`config.mk`:
```
export PLATFORM = sky130hd
export DESIGN_NAME = pulse_meter
export DESIGN_NICKNAME = d
export VERILOG_FILES = /design/src/rtl/pulse_meter.sv
export SDC_FILE = /design/constraint.sdc
export NUM_CORES = 1
export LEC_CHECK = 0
export BUFFER_PORTS_ARGS = -buffer_cell sky130_fd_sc_hd__buf_2
export CELL_PAD_IN_SITES_DETAIL_PLACEMENT = 0
export CELL_PAD_IN_SITES_GLOBAL_PLACEMENT = 1
export CORE_UTILIZATION = 45
export CTS_BUF_LIST = sky130_fd_sc_hd__clkbuf_4 sky130_fd_sc_hd__clkbuf_8 sky130_fd_sc_hd__clkbuf_16
export DETAILED_ROUTE_END_ITERATION = 6
export PLACE_DENSITY = 0.81
export SYNTH_ARGS = -nofsm -noshare
export SYNTH_HDL_FRONTEND = slang
export SYNTH_SLANG_ARGS = --single-unit
```
`constraint.sdc`:
```
create_clock -name clock -period 2.2 [get_ports clock]
set_input_delay 0 -clock clock [delete_from_list [all_inputs] [get_ports clock]]
set_output_delay 0 -clock clock [all_outputs]
set_load 0.1 [all_outputs]
```
`src/rtl/pulse_meter.sv`:
```
// rtl/pulse_meter.sv - measures high width and rising-to-rising period of a pulse train
// Optional input synchronizer: define PULSE_METER_SYNC_EN.
module pulse_meter #(
  parameter int WIDTH = 8
) (
  input  logic             clock,
  input  logic             reset,
  input  logic             signal,
  output logic [WIDTH-1:0] width,
  output logic [WIDTH-1:0] period,
  output logic             valid,
  output logic             ovf,
  output logic             active
);

  localparam logic [1:0] IDLE = 2'd0;
  localparam logic [1:0] HIGH = 2'd1;
  localparam logic [1:0] LOW  = 2'd2;

  localparam logic [WIDTH-1:0] CNT_MAX = {WIDTH{1'b1}};
  localparam logic [WIDTH-1:0] CNT_ONE = {{(WIDTH-1){1'b0}}, 1'b1};

  logic             sig_s;
  logic             x;
  logic             xp;
  logic             rise;
  logic             fall;
  logic [1:0]       state;
  logic [WIDTH-1:0] hcnt;
  logic [WIDTH-1:0] pcnt;
  logic [WIDTH-1:0] hcnt_inc;
  logic [WIDTH-1:0] pcnt_inc;
  logic             hcnt_sat;
  logic             pcnt_sat;
  logic             ovf_acc;

`ifdef PULSE_METER_SYNC_EN
  logic [1:0] sync_q;

  // Synchronizer idles high so a line already high at reset release is not a rise.
  always_ff @(posedge clock or posedge reset) begin
    if (reset) begin
      sync_q <= 2'b11;
    end else begin
      sync_q <= {sync_q[0], signal};
    end
  end

  assign sig_s = sync_q[1];
`else
  assign sig_s = signal;
`endif

  always_ff @(posedge clock or posedge reset) begin
    if (reset) begin
      x  <= 1'b1;
      xp <= 1'b1;
    end else begin
      x  <= sig_s;
      xp <= x;
    end
  end

  assign rise = x & ~xp;
  assign fall = ~x & xp;

  assign hcnt_sat = (hcnt == CNT_MAX);
  assign pcnt_sat = (pcnt == CNT_MAX);
  assign hcnt_inc = hcnt_sat ? hcnt : hcnt + CNT_ONE;
  assign pcnt_inc = pcnt_sat ? pcnt : pcnt + CNT_ONE;

  always_ff @(posedge clock or posedge reset) begin
    if (reset) begin
      state   <= IDLE;
      hcnt    <= '0;
      pcnt    <= '0;
      ovf_acc <= 1'b0;
      width   <= '0;
      period  <= '0;
      valid   <= 1'b0;
      ovf     <= 1'b0;
    end else begin
      valid <= 1'b0;
      case (state)
        IDLE: begin
          if (rise) begin
            state   <= HIGH;
            hcnt    <= CNT_ONE;
            pcnt    <= CNT_ONE;
            ovf_acc <= 1'b0;
          end
        end
        HIGH: begin
          pcnt <= pcnt_inc;
          if (pcnt_sat) ovf_acc <= 1'b1;
          if (fall) begin
            state <= LOW;
          end else begin
            hcnt <= hcnt_inc;
            if (hcnt_sat) ovf_acc <= 1'b1;
          end
        end
        LOW: begin
          if (rise) begin
            width   <= hcnt;
            period  <= pcnt;
            ovf     <= ovf_acc;
            valid   <= 1'b1;
            state   <= HIGH;
            hcnt    <= CNT_ONE;
            pcnt    <= CNT_ONE;
            ovf_acc <= 1'b0;
          end else begin
            pcnt <= pcnt_inc;
            if (pcnt_sat) ovf_acc <= 1'b1;
          end
        end
        default: state <= IDLE;
      endcase
    end
  end

  assign active = (state != IDLE);

endmodule

```
==> out/qor.yml <==
floorplanning:
  core_area_sq_mm: 0.00409
  start_util_pct: 48.2
  rows: 23
  dieArea_sq_mm: 0.00464
  die_w_microns: 68.1
  die_y_microns: 68.1
  boundaryPins: 22
synthesis:
  netlist_instances: 183
  synth_seq_cells: 39
  yosysWarningCount: 0
  ys_top_cells_by_count: "dfrtp_1, nand2_1, a21oi_1, mux2_2"
  synth_area_per_cell_sq_um: 10.8
  synth.distinct_cells: 45
  yosys_most_used_dff: "dfrtp_1"
  synthArstFlopShare_pct: 100
  syn_nets: 192
  synth.most_common_cell: "dfrtp_1"
  synthTopCellsByArea: "dfrtp_1, mux2_2, mux2_1"
  synth_top_area_share_pct: 47.0
  synthesis.area_sq_mm: 0.00197
  synth_seq_area_share_pct: 49.7
  synth_top_area_cell: "dfrtp_1"
  synth_edf_count: 0
setup_path:
  start_kind: "flop"
  cp.arrival_ps: 2210
  worstSetupPathType: "flop to flop"
  endpoint_kind: "flop"
  worstPathRequired_ps: 2410
  crit_path_max_fanout: 13
global_route:
  grt_pass1_vias: 1506
  antenna_found_initial: 0
  grt_pass1_wl_microns: 6910
  grtUsageTotal_pct: 20.3
  grt_overflow: 0
  grt_max_degree: 40
pwr:
  internal-power_mw: 1.36
  seqPwrFrac_pct: 36.9
  p_sw_mw: 1.21
  switching_share_pct: 47.0
  comb_power_share_pct: 44.2
  ir_drop_uv: 862
  clockPowerShare_pct: 18.9
  p_leak_nw: 1.09
  power_mw: 2.57
  powerDensity_mw_per_mm2: 1150
final_layout:
  n_antenna_cell: 0
  drive_above_1_share_pct: 24.3
  fin_cells: 260
  areaGrowthSynthToFinish_pct: 14.0
  nFillCells: 366
  nets: 218
status:
  status: "finished, final reports clean"
drt:
  wl_per_cell_microns: 15.2
  drt-vias-per-instance: 5.80
  drt-total-wl_microns: 3960
  post-route-drc-count: 0
  dr.first_iter.drc_count: 66
  first_pass_iters: 4
  ant_nets: 0
  vias: 1508
placement:
  io_buffers: 21
  gp_congestion: 0.858
  dpl.cell_count: 250
  hpwl_microns: 2790
hold_path:
  hp-class: "input pin to flop"
clocking:
  cts_setup_buffers: 0
  cts_root_buf: "clkbuf_8"
  path_clk_slew_ps: 70
  cts_tree: "yes"
  post_cts_resized: 0
  clockBufferDepth: 2
  cts_inserted_buffers: 5
  cts_max_level: 2
  clock_latency_ps: 290
  cts_hold_buffers: 2
  cts_sinks: 39
timing:
  fin_crit_ps: 1990
  max_freq_mhz: 501
  setup_viol: 0
  totalNegativeSetupSlack_ps: 0
  hold_violations: 0
  finClkSkew_ps: 3.66
  tightest_slew_ps: 905
  drv_slew: 0
  fin_crit_sh_pct: 90.7
  relSlewSlack_pct: 37.9
  rsz0062_at_grt: "no"
run:
  maxCapViolCount: 0
per-layer routing:
layer | vias to the layer above | GRT usage [%] | part of all wire, %
met1 | 727 | 25.5 | 47
li1 | 737 | - | -
met4 | 0 | 6.25 | 1.4
met2 | 35 | 33.6 | 48
met5 | - | 0 | 0
met3 | 9 | 5.50 | 4.4
critical path: stages, from the launching register on:
cell,delay [ps]
dfstp_2,580
and2b_2,260
mux2i_1,720
o21ai_0,160
a21oi_1,190
cells in the final DEF (no fill, tap or decap), types with 2 or more instances in the layout:
cell	synthesis	final
nand4_1	5	5
nor2_1	5	5
dlygate4sd3_1	0	2
ha_1	6	5
inv_2	0	2
and3_1	2	2
nand2b_1	2	2
nor2b_1	3	3
and4_4	2	2
nand2_1	14	14
o31ai_1	6	6
a21oi_1	10	10
clkbuf_8	0	5
buf_2	4	21
nand3_1	6	6
o21ai_0	5	5
a31oi_1	3	3
mux2_2	10	10
o21a_1	2	2
mux2i_1	2	2
o21ai_1	4	4
dfstp_2	2	2
clkbuf_4	0	2
buf_4	0	3
nor3_1	8	8
and4_1	2	2
or4_1	5	5
inv_1	8	5
mux2_1	7	7
a22o_1	2	2
o22a_1	2	2
dfrtp_1	37	37
cell type report:
type                       instances  area, sq um  share of cell area (%)
multi-input combinational        129          933                    41.6
inverter                           8         33.8                    1.51
clock inverter                     1         5.00                   0.223
timing repair buffer              26          148                    6.58
tap                               50         62.6                    2.79
clock buffer                       7         83.8                    3.73
sequential                        39          978                    43.6
final timing paths:
check	start	to	slack, ps	depth (start not counted)
setup / recovery	xp	pcnt[1]	210	4
hold / removal	signal	x	350	2
setup reg to reg	xp	pcnt[1]	210	4
hold reg to reg	x	xp	410	0
max in group asynchronous	reset	x	1480	4
min in group asynchronous	reset	pcnt[1]	370	4
kinds of logic after synthesis:
| logic type | after synthesis | share of synthesized area (%) |
|---|---|---|
| AO/OA/AOI/OAI | 43 | 14.5 |
| adder cells (fa/ha/maj) | 7 | 4.32 |
| buffers and inverters | 15 | 3.50 |
| flip-flops | 39 | 49.7 |
| multiplexers | 19 | 10.7 |
| AND/OR/NAND/NOR | 60 | 17.2 |
flip-flops by register name, indices dropped and copies added, names as in the netlist:
signal,count
pcnt,8
x,1
ovf_acc,1
valid,1
xp,1
ovf,1
hcnt,8
width,8
state,2
period,8
metrics by stage:
step	worst slack [ps]	util (%)	hold slack (ps)	cell area [sq um]
after floorplan	4.25	-	4.48	1980
after global placement	319	52.3	107	2140
after detailed placement	237	52.3	110	2140
after CTS	204	54.9	350	2240
after global routing	38.9	54.9	344	2240
final	205	54.9	353	2240
power by group through the flow:
| stage | logic, mW | registers, mW | clock network, mW |
|---|---|---|---|
| 2_1_floorplan | 0.549 | 1.31 | 0 |
| 3_3_place_gp | 1.10 | 0.949 | 0 |
| 3_5_place_dp | 1.13 | 0.960 | 0 |
| 4_1_cts | 1.14 | 0.945 | 0.499 |
| 5_1_grt | 1.23 | 0.964 | 0.532 |
| 6_report | 1.14 | 0.949 | 0.486 |
(Power assumes the default switching activity.)
